**src/rtl/branch_resolver.sv**
```systemverilog
// EX-stage branch resolver: carries the ID branch's prediction and both candidate
// PCs into EX, detects mispredictions, flushes/redirects and trains the predictor.
module branch_resolver #(
   parameter int unsigned ADDR_W = 32,
   parameter int unsigned CNT_W  = 16
) (
   input  logic              clk_i,
   input  logic              rst_i,
   input  logic              stall_i,
   input  logic              id_branch_i,
   input  logic              id_predict_i,
   input  logic [ADDR_W-1:0] id_target_i,
   input  logic [ADDR_W-1:0] id_fallthru_i,
   input  logic              ex_taken_i,
   output logic              branch_o,
   output logic              update_o,
   output logic              flush_o,
   output logic              redirect_valid_o,
   output logic [ADDR_W-1:0] redirect_pc_o,
   output logic [CNT_W-1:0]  branch_cnt_o,
   output logic [CNT_W-1:0]  mispredict_cnt_o
);

   localparam logic [0:0] ST_RUN    = 1'b0;
   localparam logic [0:0] ST_SQUASH = 1'b1;

   logic [0:0]        state_q, state_d;
   logic              v_q, v_d;
   logic              pred_q, pred_d;
   logic [ADDR_W-1:0] tgt_q, tgt_d;
   logic [ADDR_W-1:0] ft_q, ft_d;
   logic [CNT_W-1:0]  bcnt_q, bcnt_d;
   logic [CNT_W-1:0]  mcnt_q, mcnt_d;
   logic              resolve;
   logic              mispredict;

   // A branch resolves only from a valid slot in a non-stalled RUN cycle.
   assign resolve    = v_q && !stall_i && (state_q == ST_RUN);
   assign mispredict = resolve && (ex_taken_i != pred_q);

   assign branch_o         = resolve;
   assign update_o         = resolve && ex_taken_i;
   assign flush_o          = mispredict;
   assign redirect_valid_o = mispredict;
   assign redirect_pc_o    = mispredict ? (ex_taken_i ? tgt_q : ft_q) : '0;
   assign branch_cnt_o     = bcnt_q;
   assign mispredict_cnt_o = mcnt_q;

   always_comb begin
      // NOTE: every next-state signal gets a hold default first so no path leaves it unassigned (no latches).
      state_d = state_q;
      v_d     = v_q;
      pred_d  = pred_q;
      tgt_d   = tgt_q;
      ft_d    = ft_q;
      bcnt_d  = bcnt_q;
      mcnt_d  = mcnt_q;
      if (!stall_i) begin
         if (mispredict) begin
            v_d = 1'b0;
         end else begin
            v_d    = id_branch_i;
            pred_d = id_predict_i;
            tgt_d  = id_target_i;
            ft_d   = id_fallthru_i;
         end
         if (resolve && (bcnt_q != '1)) bcnt_d = bcnt_q + CNT_W'(1);
         if (mispredict && (mcnt_q != '1)) mcnt_d = mcnt_q + CNT_W'(1);
         case (state_q)
            ST_RUN:    state_d = mispredict ? ST_SQUASH : ST_RUN;
            ST_SQUASH: state_d = ST_RUN;
            default:   state_d = ST_RUN;
         endcase
      end
   end

   // NOTE: sequential state uses non-blocking assignments so every register samples pre-edge values.
   always_ff @(posedge clk_i) begin
      if (rst_i) begin
         state_q <= ST_RUN;
         v_q     <= 1'b0;
         bcnt_q  <= '0;
         mcnt_q  <= '0;
      end else begin
         state_q <= state_d;
         v_q     <= v_d;
         bcnt_q  <= bcnt_d;
         mcnt_q  <= mcnt_d;
      end
   end

   // NOTE: slot payload is qualified by v_q, so it carries no reset.
   always_ff @(posedge clk_i) begin
      pred_q <= pred_d;
      tgt_q  <= tgt_d;
      ft_q   <= ft_d;
   end

endmodule

```
**config.mk**
```make
export PLATFORM = sky130hd
export DESIGN_NAME = branch_resolver
export DESIGN_NICKNAME = d
export VERILOG_FILES = /design/src/rtl/branch_resolver.sv
export SDC_FILE = /design/constraint.sdc
export NUM_CORES = 1
export LEC_CHECK = 0
export ABC_AREA = 1
export CORE_UTILIZATION = 45
export CTS_BUF_LIST = sky130_fd_sc_hd__clkbuf_4
export DETAILED_ROUTE_END_ITERATION = 16
export HOLD_SLACK_MARGIN = 0.12
export MAX_ROUTING_LAYER = met4
export PLACE_DENSITY = 0.87
export SLEW_MARGIN = 20
export SYNTH_ARGS = -nofsm -noshare
export SYNTH_HDL_FRONTEND = slang
export SYNTH_SLANG_ARGS = --single-unit
```
**constraint.sdc**
```tcl
create_clock -name clk_i -period 5.9 [get_ports clk_i]
set_input_delay 1.18 -clock clk_i [delete_from_list [all_inputs] [get_ports clk_i]]
set_output_delay 1.18 -clock clk_i [all_outputs]
set_load 0.01 [all_outputs]
```
==> flow_summary_export.csv <==
group,metric,value,unit
run_status,status,"finished clean",
placed_design,dp_hpwl,8.01,mm
setup_path,critical_path_buf_inv_count,3,
drt,dr.first_iter.drc_count,202,
setup_path,worst_setup_path_end_kind,"output pin",
power_and_ir_drop,leakage,2.17,nW
clock_tree,clock_path_buffers,2,
drt,vias,3876,
global_routing,grt_max_degree,45,
placed_design,pre_cts_slack,1.08,ns
global_routing,grt_pass1_vias,3743,
drt,wl_per_cell,14.4,um
finish,final_nets,702,
min_path,hold_end,"state_q",
setup_path,crit_type,"in -> out",
clock_tree,cts-hold-fix-buffers,0,
placed_design,port_buffers,137,
setup_path,worst-r2r-cell-count,8,
timing,fmax,0.208,GHz
setup_path,crit_chain,"clkdlybuf4s50_1, buf_4, nand2_1, nand2_1, nand2_2, a21oi_1, clkdlybuf4s50_1",
setup_path,rrSetupSlack,3.98,ns
floorplanning,num_rows,36,
finish,drive_gt1_share,8.03,%
clock_tree,clk_latency,0.44,ns
flow_run,cap_viol_max_count,0,
synth,syn-cell-area,4490,um^2
setup_path,critPathMaxStageDelay,0.59,ns
floorplanning,fp.coreArea,9730,um^2
timing,worst_pin_slew,0.693,ns
synth,ys_ff_latch,99,
clock_tree,cts.sinks,99,
synth,synth.avg_cell_area,9.06,um^2
placed_design,gp_congestion,0.831,
global_routing,antenna_found_initial,0,
min_path,hold_depth,2,
min_path,hold_start,"state_q",
setup_path,start_kind,"primary input",
setup_path,r2r-end,"mispredict_cnt_o[10]",
finish,area_growth,36.5,%
finish,seqCellArea,2630,um^2
timing,hold_viol_final,0,
floorplanning,dieHeight,102,um
clock_tree,htreeDepth,3,
drt,ant_nets,0,
power_and_ir_drop,power_density,210,nW/um^2
synth,synth_cells,496,
power_and_ir_drop,vdd_ir_drop_max,0.151,mV
clock_tree,root_buffer,"clkbuf_4",
synth,synthesis.nets,568,
timing,setup_viol,0,
setup_path,critPathTopFamily,"buffers and inverters",
timing,rsz0062_at_grt,"false",
synth,ys_warn_count,0,
timing,fin_ws,1.09,ns
timing,fin_crit_sh,81.5,%
setup_path,critical-path-slowest-cell,"clkdlybuf4s50_1",
timing,skew,0.0125,ns
timing,slew_headroom,53.6,%
global_routing,overflow,0,
finish,antenna_cells_inserted,0,
setup_path,r2r_start,"pred_q",
drt,routed_wl,11.1,mm
global_routing,grtUsageTotal,22.9,%
timing,tns,0,ns
timing,final.min_clock_period,4.81,ns
clock_tree,postCtsResizedCells,0,
drt,first_pass_iters,5,
floorplanning,ioPinCount,138,
drt,drc_errors,0,
finish,multi_input_area,1640,um^2
min_path,hold_class,"reg -> reg",
global_routing,grt_pass1_wl,17.4,mm
clock_tree,cts_tree,"done",
clock_tree,cts_setup_buffers,0,
timing,slew_violations,0,
floorplanning,design.die.area,10400,um^2
setup_path,crit_arrival,3.63,ns
clock_tree,path_clk_slew,0.15,ns
clock_tree,cts_buffers,9,
synth,synth_cell_type_count,30,
floorplanning,initial_core_util,46.2,%
synth,yosysSeqAreaShare,58.6,%
setup_path,cp.required,4.72,ns
setup_path,worstPathMaxFanout,34,
finish,fillers,774,
drt,vias_per_cell,5.05,
floorplanning,die_w,102,um
==> placed cells by master, fill, tap and decap left out, types with 3 or more instances in the layout <==
cell type	Yosys	routed
a21oi_1	47	47
a21oi_2	9	9
buf_4	1	3
clkbuf_4	0	9
clkdlybuf4s50_1	0	137
clkinv_1	1	3
clkinv_2	2	3
dfxtp_1	34	34
edfxtp_1	65	65
inv_1	27	27
inv_2	3	3
nand2_1	171	171
nand2_2	6	6
nand3_1	20	20
nand4_1	11	11
nor2_1	49	48
nor2_2	6	6
nor2_4	2	3
o21ai_0	3	3
xnor2_1	4	4
xor2_1	7	7
==> power by group <==
part           switching (mW)  total (mW)  internal (mW)
logic                  0.0516       0.111         0.0589
clock network           0.225       0.396          0.171
registers             0.00974       0.780          0.770
total                   0.286        1.29           1.00
==> area by class of cell <==
class	count	share of cell area, %
Sequential cell	99	42.9
Multi-Input combinational cell	346	26.7
Clock buffer	9	1.10
Tap cell	133	2.71
Inverter	33	2.06
Clock inverter	7	1.47
Timing Repair Buffer	141	23.1
==> layer usage <==
| layer | up-vias | GRT usage (%) | share of wire (%) |
|---|---|---|---|
| met2 | 171 | 37.8 | 49 |
| met3 | 20 | 6.09 | 8.0 |
| met1 | 1784 | 26.5 | 41 |
| li1 | 1901 | - | - |
| met5 | - | - | 0 |
| met4 | 0 | 9.67 | 2.0 |
==> kinds of logic after synthesis <==
kind of cell / count (synthesis) / synth area share [%]
compound gates: 62 / 7.94
fa+ha+maj: 2 / 0.557
buf+inv: 51 / 5.18
simple gates: 271 / 25.6
xor+xnor: 11 / 2.14
flops: 99 / 58.6
==> sequential cells by signal, summed over array words and instances (netlist names) <==
name              flops
mispredict_cnt_o     16
tgt_q                32
pred_q                1
ft_q                 32
state_q               1
v_q                   1
branch_cnt_o         16
==> synth_stat cells (all sizes together) <==
master / n / share of area (%)
nand2: 179 / 16
nand3b: 1 / 0.17
edfxtp: 65 / 43
xor2: 7 / 1.4
o21ai: 4 / 0.45
buf: 9 / 1.6
xnor2: 4 / 0.78
ha: 2 / 0.56
nor2: 57 / 5.4
nand3: 21 / 2.6
a31oi: 1 / 0.14
inv: 30 / 2.5
clkinv: 3 / 0.31
a21oi: 57 / 7.4
nor3: 2 / 0.22
dfxtp: 34 / 15
nand4: 11 / 1.5
clkbuf: 9 / 0.75
==> worst reg2reg max path, stage by stage, from the launching register on <==
cell	delay [ns]
edfxtp_1	0.45
inv_1	0.07
nand2_1	0.09
nand2_1	0.10
nand2_2	0.39
nor2_4	0.48
nand3_1	0.13
nand2_1	0.09
nor2_1	0.04
==> worst max path at each step <==
stage | depth (start not counted) | slack, ns | to | start
2_1_floorplan | 5 | 1.08 | ft_q[0] | ex_taken_i
4_1_cts | 7 | 1.08 | redirect_pc_o[15] | ex_taken_i
6_report | 7 | 1.09 | redirect_pc_o[4] | ex_taken_i
5_1_grt | 7 | 0.91 | redirect_pc_o[9] | ex_taken_i
3_5_place_dp | 7 | 1.08 | redirect_pc_o[15] | ex_taken_i
3_3_place_gp | 7 | 1.11 | redirect_pc_o[15] | ex_taken_i
==> metrics by stage <==
stage / util, % / power (mW) / cells / instance area [um^2] / hold slack, ns
after floorplan: - / 0.836 / 496 / 4490 / 0.443
after global routing: 63.0 / 1.33 / 768 / 6130 / 0.505
after CTS: 62.8 / 1.29 / 767 / 6110 / 0.477
after global placement: 61.2 / 0.899 / 751 / 5950 / 0.455
after detailed placement: 61.2 / 0.904 / 751 / 5950 / 0.456
final: 63.0 / 1.29 / 768 / 6130 / 0.479
Power figures use the tool's default switching activity.
